### src/rtl/mp_add_seq.sv
// Sequential multi-precision adder: streams LS-word-first operand pairs through a
// 16-bit carry-lookahead core, chaining the carry between beats. Optional macro: MP_ADD_SUB_EN.

module cla_adder #(
  parameter int unsigned DATA_WID = 16
) (
  input  logic [DATA_WID-1:0] a,
  input  logic [DATA_WID-1:0] b,
  input  logic                carry_in,
  output logic [DATA_WID-1:0] sum,
  output logic                carry_out
);
  localparam int unsigned NGRP = DATA_WID / 4;

  logic [DATA_WID-1:0] g, p, c;
  logic [NGRP-1:0]     gg, gp;
  logic [NGRP:0]       gc;

  assign g = a & b;
  assign p = a ^ b;

  // 4-bit lookahead groups; group generate/propagate chain the group carries
  always_comb begin
    gg = '0;
    gp = '0;
    gc = '0;
    c  = '0;
    gc[0] = carry_in;
    for (int unsigned j = 0; j < NGRP; j++) begin
      gg[j] = g[4*j+3] | (p[4*j+3] & g[4*j+2]) | (p[4*j+3] & p[4*j+2] & g[4*j+1])
            | (p[4*j+3] & p[4*j+2] & p[4*j+1] & g[4*j]);
      gp[j] = &p[4*j +: 4];
      c[4*j]   = gc[j];
      c[4*j+1] = g[4*j] | (p[4*j] & gc[j]);
      c[4*j+2] = g[4*j+1] | (p[4*j+1] & g[4*j]) | (p[4*j+1] & p[4*j] & gc[j]);
      c[4*j+3] = g[4*j+2] | (p[4*j+2] & g[4*j+1]) | (p[4*j+2] & p[4*j+1] & g[4*j])
               | (p[4*j+2] & p[4*j+1] & p[4*j] & gc[j]);
      gc[j+1] = gg[j] | (gp[j] & gc[j]);
    end
  end

  assign sum       = p ^ c;
  assign carry_out = gc[NGRP];
endmodule

module mp_add_seq #(
  parameter int unsigned DATA_WID  = 16,
  parameter int unsigned MAX_WORDS = 8
) (
  input  logic                clk,
  input  logic                rst,
  input  logic                in_valid,
  output logic                in_ready,
  input  logic [DATA_WID-1:0] in_a,
  input  logic [DATA_WID-1:0] in_b,
  input  logic                in_cin,
  input  logic                in_sub,
  input  logic                in_last,
  output logic                out_valid,
  input  logic                out_ready,
  output logic [DATA_WID-1:0] out_sum,
  output logic                out_carry,
  output logic                out_last,
  output logic                out_trunc
);
  localparam int unsigned CW = $clog2(MAX_WORDS);

  typedef enum logic {S_FIRST, S_CONT} state_t;

  state_t              state, state_d;
  logic [CW-1:0]       cnt, cnt_d;
  logic                carry_q;
  logic                xfer, at_max, last, trunc;
  logic                first_cin, cla_cin, cla_cout;
  logic [DATA_WID-1:0] cla_b, cla_sum;

  assign in_ready = !out_valid || out_ready;
  assign xfer     = in_valid && in_ready;
  assign at_max   = (cnt == CW'(MAX_WORDS - 1));
  assign last     = in_last || at_max;
  assign trunc    = at_max && !in_last;

`ifdef MP_ADD_SUB_EN
  logic sub_q, sub_cur;
  // Mode comes straight from the port on the first beat, from the latch afterwards
  assign sub_cur   = (state == S_FIRST) ? in_sub : sub_q;
  assign cla_b     = sub_cur ? ~in_b : in_b;
  assign first_cin = sub_cur ? 1'b1 : in_cin;
`else
  logic unused_sub;
  assign unused_sub = in_sub;
  assign cla_b      = in_b;
  assign first_cin  = in_cin;
`endif

  assign cla_cin = (state == S_FIRST) ? first_cin : carry_q;

  cla_adder #(.DATA_WID(DATA_WID)) u_cla (
    .a        (in_a),
    .b        (cla_b),
    .carry_in (cla_cin),
    .sum      (cla_sum),
    .carry_out(cla_cout)
  );

  always_comb begin
    state_d = state;
    cnt_d   = cnt;
    if (xfer) begin
      if (last) begin
        state_d = S_FIRST;
        cnt_d   = '0;
      end else begin
        state_d = S_CONT;
        cnt_d   = cnt + CW'(1);
      end
    end
  end

  always_ff @(posedge clk) begin
    if (rst) begin
      state     <= S_FIRST;
      cnt       <= '0;
      carry_q   <= 1'b0;
      out_valid <= 1'b0;
      out_sum   <= '0;
      out_carry <= 1'b0;
      out_last  <= 1'b0;
      out_trunc <= 1'b0;
`ifdef MP_ADD_SUB_EN
      sub_q     <= 1'b0;
`endif
    end else begin
      state <= state_d;
      cnt   <= cnt_d;
      if (xfer) begin
        carry_q   <= cla_cout;
        out_valid <= 1'b1;
        out_sum   <= cla_sum;
        out_carry <= cla_cout;
        out_last  <= last;
        out_trunc <= trunc;
`ifdef MP_ADD_SUB_EN
        sub_q     <= sub_cur;
`endif
      end else if (out_ready) begin
        out_valid <= 1'b0;
      end
    end
  end
endmodule

### config.mk
export PLATFORM = sky130hd
export DESIGN_NAME = mp_add_seq
export DESIGN_NICKNAME = d
export VERILOG_FILES = /design/src/rtl/mp_add_seq.sv
export SDC_FILE = /design/constraint.sdc
export NUM_CORES = 1
export LEC_CHECK = 0
export CORE_MARGIN = 2
export CORE_UTILIZATION = 48
export CTS_CLUSTER_DIAMETER = 30
export DETAILED_ROUTE_END_ITERATION = 8
export PLACE_DENSITY = 0.86
export SYNTH_ARGS = -nofsm -noshare
export SYNTH_HDL_FRONTEND = slang
export SYNTH_SLANG_ARGS = --single-unit
### constraint.sdc
create_clock -name clk -period 5 [get_ports clk]
set_input_delay 0.75 -clock clk [delete_from_list [all_inputs] [get_ports clk]]
set_output_delay 0.75 -clock clk [all_outputs]
set_load 0.01 [all_outputs]
==> run_results.csv <==
group,metric,value,unit
route,drtAntennaViolNets,0,
clock_network,tritoncts.num_buffers,3,
sta,final_hold_viol_count,0,
synthesis,synth_commonest_cells,"nand2_1 (30), dfxtp_1 (24), a21oi_1 (22)",
worst_setup_path,crit_family,"compound AO/OA/AOI/OAI gates",
global_routing,grtUsageMet2,37.8,%
route,drt_iter0_drc,62,
synthesis,synth_top_area_cell,"dfxtp_1",
route,vias,1537,
place,dpl.hpwl,2900,um
power,combPwrFrac,35.6,%
sta,period_needed,3.15,ns
worst_hold_path,worstHoldStart,"out_sum[6]$_SDFFE_PP0P_",
clock_network,ctsResizeCount,0,
clock_network,cts_root_buffer,"clkbuf_4",
global_routing,overflow,0,
clock_network,clk_latency,0.32,ns
synthesis,ys_types,40,
worst_setup_path,ff2ff_setup_slack,2.54,ns
global_routing,grt_pass1_wl,6560,um
place,place.port_buffers,58,
worst_setup_path,path_cells,"clkdlybuf4s50_1 -> ha_1 -> a21oi_1 -> o22ai_2 -> a41oi_4 -> a21oi_2 -> nor2_1 -> o21ai_0 -> fa_1 -> xnor2_1 -> a211oi_1",
power,p_seq_share,39.2,%
floorplan,io_pins,60,
synthesis,synthSimpleGateAreaFrac,19.1,%
global_routing,grt_pass1_vias,1503,
final_layout,finalNetCount,308,
sta,tightest_slew,0.840,ns
power,p_int,0.000392,W
route,wl_per_cell,12.6,um
sta,slew_headroom,43.8,%
route,drc,0,
global_routing,busiest_layer,"met2",
clock_network,clk_pin_slew,0.14,ns
global_routing,grt_use_met1,24.9,%
worst_setup_path,cp_num_buf_inv,1,
worst_setup_path,endpoint_kind,"flip-flop",
clock_network,postCtsHoldBufs,0,
synthesis,synthMuxAreaShare,3.31,%
sta,setup_violations,0,
final_layout,fin_area,2290,um2
synthesis,synth-edff-count,0,
final_layout,syn_to_final_growth,40.7,%
synthesis,async_flop_share,0,%
place,gp_congestion,0.838,
sta,final.period_utilization,63.1,%
synthesis,synth_top_family_by_area,"compound AO/OA/AOI/OAI gates",
synthesis,yosys_most_used_dff,"dfxtp_1",
power,p_sw_share,29.1,%
synthesis,syn_inst,191,
synthesis,synth_compound_area_share,22.1,%
sta,fin_tns_setup,0,ns
run,cap_violations,0,
floorplan,die_area,3870,um2
synthesis,ys_top_cells_by_area,"dfxtp_1 (30%), ha_1 (14%), nand2_1 (6.9%)",
clock_network,htree_levels,1,
worst_hold_path,holdPathEnd,"out_sum[6]$_SDFFE_PP0P_",
route,wirelength,3680,um
synthesis,syn_area,1630,um2
global_routing,use_met3,3.08,%
final_layout,antenna_cells,0,
power,power.leakage,0.895,nW
synthesis,syn_nets,252,
worst_setup_path,worstRegToRegCells,9,
floorplan,core_area,3280,um2
sta,max_freq,317,MHz
worst_setup_path,crit_type,"input pin to flip-flop",
route,firstDrtPassIters,6,
floorplan,rows,21,
sta,maxSlewViolCount,0,
worst_setup_path,critPathSlowestCell,"fa_1",
place,place_area,2230,um2
floorplan,fp.dieW,62.2,um
clock_network,cts_tree,"built",
worst_setup_path,r2r_end,"out_sum[13]$_SDFFE_PP0P_",
worst_setup_path,arrival,3.37,ns
synthesis,synth_top_area_share,29.6,%
synthesis,syn_avg_cell_area,8.51,um2
synthesis,ys_seq_elements,24,
global_routing,antenna_found_initial,0,
synthesis,ys_seq_area_share,29.6,%
synthesis,synth_xor_xnor_area_share,3.77,%
synthesis,synth.most_common_cell,"nand2_1",
clock_network,cts_setup_buffers,0,
clock_network,cts.sinks,24,
worst_hold_path,worstHoldPathType,"flip-flop to flip-flop",
clock_network,clk_path_buf_depth,2,
power,p_clk_share,25.2,%
synthesis,yosys_warnings,0,
worst_setup_path,r2r-start,"state$_SDFFE_PP0P_",
floorplan,die_h,62.2,um
global_routing,grtUsageTotal,20.4,%
route,viasPerCell,5.26,
synthesis,synthAdderAreaFrac,18.8,%
final_layout,layout-drive-gt1-share,4.88,%
floorplan,initial_utilization,49.5,%
outcome,status,"finished, final reports clean",
worst_setup_path,worstPathRequired,5.22,ns
worst_setup_path,slowest_delay,0.41,ns
worst_setup_path,crit_fanout,6,
power,power_density,242,nW/um2
sta,skew,0.0126,ns
worst_hold_path,min_path_cells,2,
power,netSwitchingPower,0.000161,W
power,worst_ir_drop_vdd,0.108,mV
worst_setup_path,start_kind,"input pin",
sta,rsz0062_at_grt,"false",
global_routing,grt_max_degree,25,
[worst min-delay path, delay by kind of cell, from the launching register on]
kind,cells,cell delay (ns)
AOI/OAI and AO/OA,1,0.05
DFF,1,0.33
and+or+nand+nor,1,0.05
[logic make-up after synthesis]
logic type,Yosys count
AO/OA/AOI/OAI,51
XOR/XNOR,7
adder cells (fa/ha/maj),22
buffers and inverters,14
flip-flops,24
multiplexers,5
AND/OR/NAND/NOR,68
[per-stage QoR]
step	hold WS, ns	utilization [%]	setup slack (ns)	std cells	total power (W)
5_1_grt	0.477	69.6	1.65	292	0.000587
6_report	0.461	69.6	1.85	292	0.000553
2_1_floorplan	0.436	-	2.28	191	0.000333
4_1_cts	0.461	69.6	1.84	292	0.000555
3_5_place_dp	0.443	68.0	1.55	288	0.000418
3_3_place_gp	0.438	68.0	1.65	288	0.000412
[worst max-delay path by stage]
stage	slack (ns)	to	cells after the start	from
global route	1.65	out_sum[12]$_SDFFE_PP0P_	11	in_a[1]
CTS	1.84	out_sum[13]$_SDFFE_PP0P_	11	in_a[1]
finish	1.85	out_sum[13]$_SDFFE_PP0P_	11	in_a[1]
detailed placement	1.55	out_sum[13]$_SDFFE_PP0P_	11	in_a[1]
floorplan	2.28	out_sum[13]$_SDFFE_PP0P_	10	in_a[1]
global placement	1.65	out_sum[12]$_SDFFE_PP0P_	11	in_a[1]
[placed cells by master, fill, tap and decap left out, types with 2 or more instances in the layout]
cell type         n
clkdlybuf4s50_1  58
nor3_1            7
clkbuf_4          3
inv_1             7
nand4_1           2
a21oi_1          22
xnor2_1           5
ha_1             18
mux2i_1           4
a31oi_1           2
nand3_1           7
o21ai_0           5
o211ai_1          2
nand2b_1          2
xor2_1            2
fa_1              4
nor2_1           12
dfxtp_1          24
nand2_1          30
a211oi_1          6
o21ai_1           4
[registers in the layout, summed over array words and instances, names as in the netlist]
signal,flops
carry_q,1
state,1
cnt,3
out_valid,1
out_trunc,1
out_sum,16
out_last,1
[metal layers]
metal	vias up	part of all wire, %
met5	-	0
met4	0	0.52
met3	2	3.5
met2	38	51
met1	702	45
li1	795	-
[power groups by stage]
stage | Clock (W) | Combinational (W) | Sequential [W]
after detailed placement | 0 | 0.000197 | 0.000221
after global routing | 0.000150 | 0.000218 | 0.000219
after CTS | 0.000140 | 0.000198 | 0.000217
final | 0.000139 | 0.000197 | 0.000217
after floorplan | 0 | 0.000105 | 0.000228
after global placement | 0 | 0.000191 | 0.000221
[final cells by class]
cell class	count	area [um2]
Clock buffer	3	22.5
Clock inverter	1	30.0
Fill cell	279	997
Inverter	7	26.3
Multi-Input combinational cell	153	1090
Sequential cell	24	480
Tap cell	46	57.6
Timing Repair Buffer	58	581
Note: power is estimated with default switching activity, not from simulation.
